**config.mk**
```make
export PLATFORM = sky130hd
export DESIGN_NAME = iobus_periph
export DESIGN_NICKNAME = d
export VERILOG_FILES = /design/src/rtl/iobus_pkg.sv /design/src/rtl/io_timer.sv /design/src/rtl/iobus_periph.sv
export SDC_FILE = /design/constraint.sdc
export NUM_CORES = 1
export LEC_CHECK = 0
export CORE_MARGIN = 10
export CORE_UTILIZATION = 32
export CTS_CLUSTER_DIAMETER = 100
export DETAILED_ROUTE_END_ITERATION = 8
export PLACE_DENSITY = 0.76
export SLEW_MARGIN = 20
export SYNTH_ARGS = -nofsm -noshare
export SYNTH_HDL_FRONTEND = slang
export SYNTH_SLANG_ARGS = --single-unit
```
**constraint.sdc**
```tcl
create_clock -name CLK -period 1.35 [get_ports CLK]
set_input_delay 0.135 -clock CLK [delete_from_list [all_inputs] [get_ports CLK]]
set_output_delay 0.135 -clock CLK [all_outputs]
set_load 0.01 [all_outputs]
```
**src/rtl/iobus_pkg.sv**
```systemverilog
// rtl/iobus_pkg.sv - shared I/O bus address map, TCTRL field positions and register-select decode
package iobus_pkg;

    // Word addresses decoded on the I/O bus; anything else reads 0 and ignores writes.
    localparam logic [31:0] ADDR_SW     = 32'h1100_0000;
    localparam logic [31:0] ADDR_LED    = 32'h1100_0020;
    localparam logic [31:0] ADDR_TCTRL  = 32'h1100_0100;
    localparam logic [31:0] ADDR_TCOUNT = 32'h1100_0104;
    localparam logic [31:0] ADDR_TCMP   = 32'h1100_0108;
    localparam logic [31:0] ADDR_TSTAT  = 32'h1100_010C;

    // TCTRL field positions
    localparam int TCTRL_EN_BIT = 0;
    localparam int TCTRL_AR_BIT = 1;
    localparam int TCTRL_IE_BIT = 2;
    localparam int TCTRL_PS_LSB = 8;
    localparam int TCTRL_PS_MSB = 15;

    typedef enum logic [2:0] {
        SEL_NONE   = 3'd0,
        SEL_SW     = 3'd1,
        SEL_LED    = 3'd2,
        SEL_TCTRL  = 3'd3,
        SEL_TCOUNT = 3'd4,
        SEL_TCMP   = 3'd5,
        SEL_TSTAT  = 3'd6
    } reg_sel_e;

    // Exact word match only: aliases and misaligned byte addresses fall to SEL_NONE.
    function automatic reg_sel_e addr_decode(input logic [31:0] addr);
        case (addr)
            ADDR_SW:     return SEL_SW;
            ADDR_LED:    return SEL_LED;
            ADDR_TCTRL:  return SEL_TCTRL;
            ADDR_TCOUNT: return SEL_TCOUNT;
            ADDR_TCMP:   return SEL_TCMP;
            ADDR_TSTAT:  return SEL_TSTAT;
            default:     return SEL_NONE;
        endcase
    endfunction

endpackage

```
**src/rtl/io_timer.sv**
```systemverilog
// rtl/io_timer.sv - prescaled 32-bit timer with compare, sticky MATCH flag and interrupt
// Ports:
//   CLK, RST_N      clock, synchronous active-low reset
//   wr, sel, wdata  register write strobe, decoded register select, write data
//   tctrl           TCTRL read value (EN, AUTORELOAD, IE, PRESCALE; other bits 0)
//   tcount, tcmp    counter and compare registers
//   match           sticky MATCH flag (TSTAT bit0)
//   intr            MATCH AND IE
module io_timer
    import iobus_pkg::*;
(
    input  logic        CLK,
    input  logic        RST_N,
    input  logic        wr,
    input  reg_sel_e    sel,
    input  logic [31:0] wdata,
    output logic [31:0] tctrl,
    output logic [31:0] tcount,
    output logic [31:0] tcmp,
    output logic        match,
    output logic        intr
);

    logic       ctrl_en;
    logic       ctrl_ar;
    logic       ctrl_ie;
    logic [7:0] ctrl_ps;
    logic [7:0] presc;
    logic [31:0] count_q;
    logic [31:0] cmp_q;
    logic        match_q;

    logic wr_ctrl;
    logic wr_count;
    logic wr_cmp;
    logic clr_match;
    logic tick;
    logic hit;

    assign wr_ctrl   = wr && (sel == SEL_TCTRL);
    assign wr_count  = wr && (sel == SEL_TCOUNT);
    assign wr_cmp    = wr && (sel == SEL_TCMP);
    assign clr_match = wr && (sel == SEL_TSTAT) && wdata[0];

    // PRESCALE=0 makes the prescaler sit at 0 and tick every enabled cycle.
    assign tick = ctrl_en && (presc == ctrl_ps);
    assign hit  = tick && (count_q == cmp_q);

    always_ff @(posedge CLK) begin
        if (!RST_N) begin
            ctrl_en <= 1'b0;
            ctrl_ar <= 1'b0;
            ctrl_ie <= 1'b0;
            ctrl_ps <= '0;
            presc   <= '0;
            count_q <= '0;
            cmp_q   <= '0;
            match_q <= 1'b0;
        end else begin
            if (wr_ctrl) begin
                ctrl_en <= wdata[TCTRL_EN_BIT];
                ctrl_ar <= wdata[TCTRL_AR_BIT];
                ctrl_ie <= wdata[TCTRL_IE_BIT];
                ctrl_ps <= wdata[TCTRL_PS_MSB:TCTRL_PS_LSB];
            end

            // Any TCTRL write restarts the prescale period from 0.
            if (wr_ctrl || tick) begin
                presc <= '0;
            end else if (ctrl_en) begin
                presc <= presc + 8'd1;
            end

            if (wr_cmp) begin
                cmp_q <= wdata;
            end

            // CPU write beats the tick update in the same cycle.
            if (wr_count) begin
                count_q <= wdata;
            end else if (hit && ctrl_ar) begin
                count_q <= '0;
            end else if (tick) begin
                count_q <= count_q + 32'd1;
            end

            // A match set in the same cycle as a W1C wins.
            if (hit) begin
                match_q <= 1'b1;
            end else if (clr_match) begin
                match_q <= 1'b0;
            end
        end
    end

    assign tctrl  = {16'b0, ctrl_ps, 5'b0, ctrl_ie, ctrl_ar, ctrl_en};
    assign tcount = count_q;
    assign tcmp   = cmp_q;
    assign match  = match_q;
    assign intr   = match_q && ctrl_ie;

endmodule

```
**src/rtl/iobus_periph.sv**
```systemverilog
// rtl/iobus_periph.sv - CPU I/O bus peripheral: switches, LEDs and optional timer (OTTER_IO_TIMER_EN)
// Ports:
//   CLK, RST_N   clock, synchronous active-low reset
//   IOBUS_ADDR   byte address from CPU
//   IOBUS_OUT    write data from CPU
//   IOBUS_WR     one-cycle write strobe
//   IOBUS_IN     combinational read data to CPU
//   SWITCHES     asynchronous board switches (2-flop synchronized)
//   LEDS         LED register contents
//   INTR         timer interrupt (0 when OTTER_IO_TIMER_EN is undefined)
module iobus_periph
    import iobus_pkg::*;
(
    input  logic        CLK,
    input  logic        RST_N,
    input  logic [31:0] IOBUS_ADDR,
    input  logic [31:0] IOBUS_OUT,
    input  logic        IOBUS_WR,
    output logic [31:0] IOBUS_IN,
    input  logic [15:0] SWITCHES,
    output logic [15:0] LEDS,
    output logic        INTR
);

    reg_sel_e    sel;
    logic [15:0] sw_meta;
    logic [15:0] sw_sync;
    logic [15:0] led_q;

    assign sel = addr_decode(IOBUS_ADDR);

    always_ff @(posedge CLK) begin
        if (!RST_N) begin
            sw_meta <= '0;
            sw_sync <= '0;
            led_q   <= '0;
        end else begin
            sw_meta <= SWITCHES;
            sw_sync <= sw_meta;
            if (IOBUS_WR && (sel == SEL_LED)) begin
                led_q <= IOBUS_OUT[15:0];
            end
        end
    end

    assign LEDS = led_q;

`ifdef OTTER_IO_TIMER_EN
    logic [31:0] tmr_tctrl;
    logic [31:0] tmr_tcount;
    logic [31:0] tmr_tcmp;
    logic        tmr_match;

    io_timer u_timer (
        .CLK    (CLK),
        .RST_N  (RST_N),
        .wr     (IOBUS_WR),
        .sel    (sel),
        .wdata  (IOBUS_OUT),
        .tctrl  (tmr_tctrl),
        .tcount (tmr_tcount),
        .tcmp   (tmr_tcmp),
        .match  (tmr_match),
        .intr   (INTR)
    );

    always_comb begin
        IOBUS_IN = '0;
        case (sel)
            SEL_SW:     IOBUS_IN = {16'b0, sw_sync};
            SEL_LED:    IOBUS_IN = {16'b0, led_q};
            SEL_TCTRL:  IOBUS_IN = tmr_tctrl;
            SEL_TCOUNT: IOBUS_IN = tmr_tcount;
            SEL_TCMP:   IOBUS_IN = tmr_tcmp;
            SEL_TSTAT:  IOBUS_IN = {31'b0, tmr_match};
            default:    IOBUS_IN = '0;
        endcase
    end
`else
    // Without the timer only the LED bits of the write data are consumed.
    logic unused_wdata_hi;
    assign unused_wdata_hi = ^IOBUS_OUT[31:16];

    assign INTR = 1'b0;

    always_comb begin
        IOBUS_IN = '0;
        case (sel)
            SEL_SW:  IOBUS_IN = {16'b0, sw_sync};
            SEL_LED: IOBUS_IN = {16'b0, led_q};
            default: IOBUS_IN = '0;
        endcase
    end
`endif

endmodule
```
==> results of run 1 <==
area by class of cell:
| type | count | area [um^2] | share of cell area |
|---|---|---|---|
| clock buffer | 5 | 68.8 | 0.0205 |
| multi-input combinational | 142 | 1110 | 0.331 |
| sequential | 48 | 961 | 0.286 |
| tap | 75 | 93.8 | 0.0279 |
| clock inverter | 2 | 60.1 | 0.0179 |
| timing repair buffer | 107 | 1060 | 0.317 |
routing by layer:
| metal | wire length (um) | part of all wire |
|---|---|---|
| met5 | 0 | 0 |
| met4 | 81 | 0.013 |
| met3 | 379 | 0.063 |
| met2 | 2980 | 0.50 |
| met1 | 2580 | 0.43 |
what timing repair did:
item	in CTS	in global routing
endpoints found under the setup margin	47	32
pin swaps	23	7
resized for setup	203	36
gates cloned	1	1
setup buffers	0	0
worst max-delay path: stages:
cell	delay, ns
buf_6	0.09
nor4_4	0.26
nand4_1	0.18
or2_4	0.33
buf_16	0.17
nor2_4	0.09
buf_6	0.11
power groups by stage:
stage	clock (uW)	sequential, uW	combinational (uW)
floorplan	0	1500	156
global placement	0	1500	342
detailed placement	0	1500	346
CTS	1210	1470	325
global route	1270	1480	367
finish	1170	1470	339
synth_stat cells:
master	n	area (um^2)
and2_1	32	200
buf_1	3	11.3
buf_12	1	20.0
buf_2	2	10.0
buf_4	17	128
clkbuf_1	6	22.5
conb_1	1	3.75
dfxtp_1	48	961
mux2i_1	32	320
nand2_1	33	124
nand4_1	2	12.5
nor2_1	16	60.1
nor3_4	1	16.3
nor3b_1	1	7.51
nor4_1	2	12.5
nor4_2	4	50.1
nor4b_2	1	15.0
or2_1	1	6.26
per-stage QoR:
stage / setup WS [ns] / hold WS, ns
2_1_floorplan: -0.0367 / 0.257
3_3_place_gp: -0.942 / 0.414
3_5_place_dp: -0.977 / 0.418
4_1_cts: -0.159 / 0.312
5_1_grt: -0.195 / 0.335
6_report: -0.168 / 0.324
cells by family (layout without fill, tap and decap cells):
logic type    after synthesis  after routing  share of synthesized area
buf+inv                    29            114                     0.0967
flops                      48             48                      0.485
mux                        32             32                      0.162
other cells                 1             17                    0.00189
simple gates               93             93                      0.255
path summary, 6_finish.rpt:
path / from / to / cells after the start
setup / recovery: IOBUS_ADDR[13] / IOBUS_IN[14] / 7
hold / removal: RST_N / LEDS[15] / 4
setup reg to reg: LEDS[14] / LEDS[14] / 2
hold reg to reg: sw_meta[8] / sw_sync[8] / 1
sequential cells by signal (all words and copies together), names as in the netlist:
| name | cells |
|---|---|
| LEDS | 16 |
| sw_meta | 16 |
| sw_sync | 16 |
cells in the final DEF (no fill, tap or decap):
cell type / instances
nor3b_2: 1
clkdlybuf4s50_1: 33
nor4_2: 3
buf_16: 1
buf_2: 17
or2_4: 1
buf_6: 22
clkbuf_16: 1
nor3_4: 1
dlygate4sd2_1: 17
clkbuf_8: 5
dlymetal6s2s_1: 2
nor4_4: 3
buf_4: 2
mux2i_4: 1
mux2i_1: 21
nand4_1: 2
clkdlybuf4s15_1: 8
buf_12: 4
bufinv_16: 2
mux2i_2: 10
and2_1: 32
nand2_1: 33
dfxtp_1: 48
nor4b_4: 1
conb_1: 17
nor2_4: 16
==> metrics, run 1 <==
Worst-path clk slew=0.09 ns; post-route cell area=3360 um^2; FP Rows=28; Hold WC Path Type=in -> reg; total wire length=6.01 mm; Netlist Area Pre-Place=1980 um^2; Placed Instance Area=3100 um^2; # port buffers=98; Die ar.=9740 um^2; Setup CP Type=in -> out; global routing's busiest layer=met2; hpwl dp=4.57 mm; CTS tree=built; outcome=finished, violations left; Final Slew Violations=0; pin count of the biggest net entering global routing=65; syn_area_per_cell=9.76 um^2; Final Hold Fails=0; clock root buffer=clkbuf_8; Yosys cell types=18; placed cells=370; Layout Nets=387; Final Non-Filler Cells=379; Post-CTS Hold Fix Bufs=0; CP Data Arrival Time=1.38 ns; final worst slack=-0.168 ns; DR iter-0 viols=50; die height=98.7 um; crit-path max FO=8; peak supply drop=0.000536 V; layout cells sized above 1=0.299; Comb power frac=0.114; met3 usage=0.0405; CTS sink cnt=48; IO Count=132; worst reg-to-reg setup slack=0.69 ns; Clock Path Buffers=2; Worst Setup End Kind=primary output; Seq/Total Area, Yosys=0.485; core area=5960 um^2; GRT Overall Usage=0.114; n_diodes=0; DRT Pass-1 Iters=4; sequential power share=0.493; Sw Pwr=592 uW; clock network power share=0.393; P_int=2390 uW; Area Growth Syn to Fin=69.7%; Clock Latency Late Sink=0.29 ns; htree depth=2; final period utilization=1.12; first-pass GRT wire length=8.88 mm; leak pwr=0.00139 uW; Syn Inst Count=203; Fillers=556; met2 Use GR=0.188; initial antenna violation count=0; via count=1,614; CTS Buf Count=5; violated checks=setup timing; vias in the first global route=1,625; initial core utilization=0.333; Sw Ratio=0.198; #FFs+latches synth=48; Critical Path RT=1.22 ns; vias per inst=4.26; Setup Viol. Count Final=16; GR Util met1=0.133; Worst Clk Skew=0.00729 ns; startpoint type of the worst setup path=input pin; unrepaired setup endpoints after global routing=yes; Avg WL per Cell=15.9 um; YS warnings=0; FMAX=0.659 GHz; GRT Residual Overflow=0; utilization after layout=0.564; max_cap viols=0; Die Span X=98.7 um; minimum clock period=1.52 ns; drt drc=0; Setup TNS Final=-2.41 ns; GP Congestion=0.750; Detail Route Antenna Nets=0; pwr dens=888 nW/um^2; Final Total Pwr=2980 uW
No activity file was read; power rests on OpenSTA's default activity.
==> run 2: changes to the inputs <==
CTS_CLUSTER_DIAMETER = 80   (was 100)
==> results of run 2 <==
The final DEF is identical to that of run 1; final timing and power are the same.
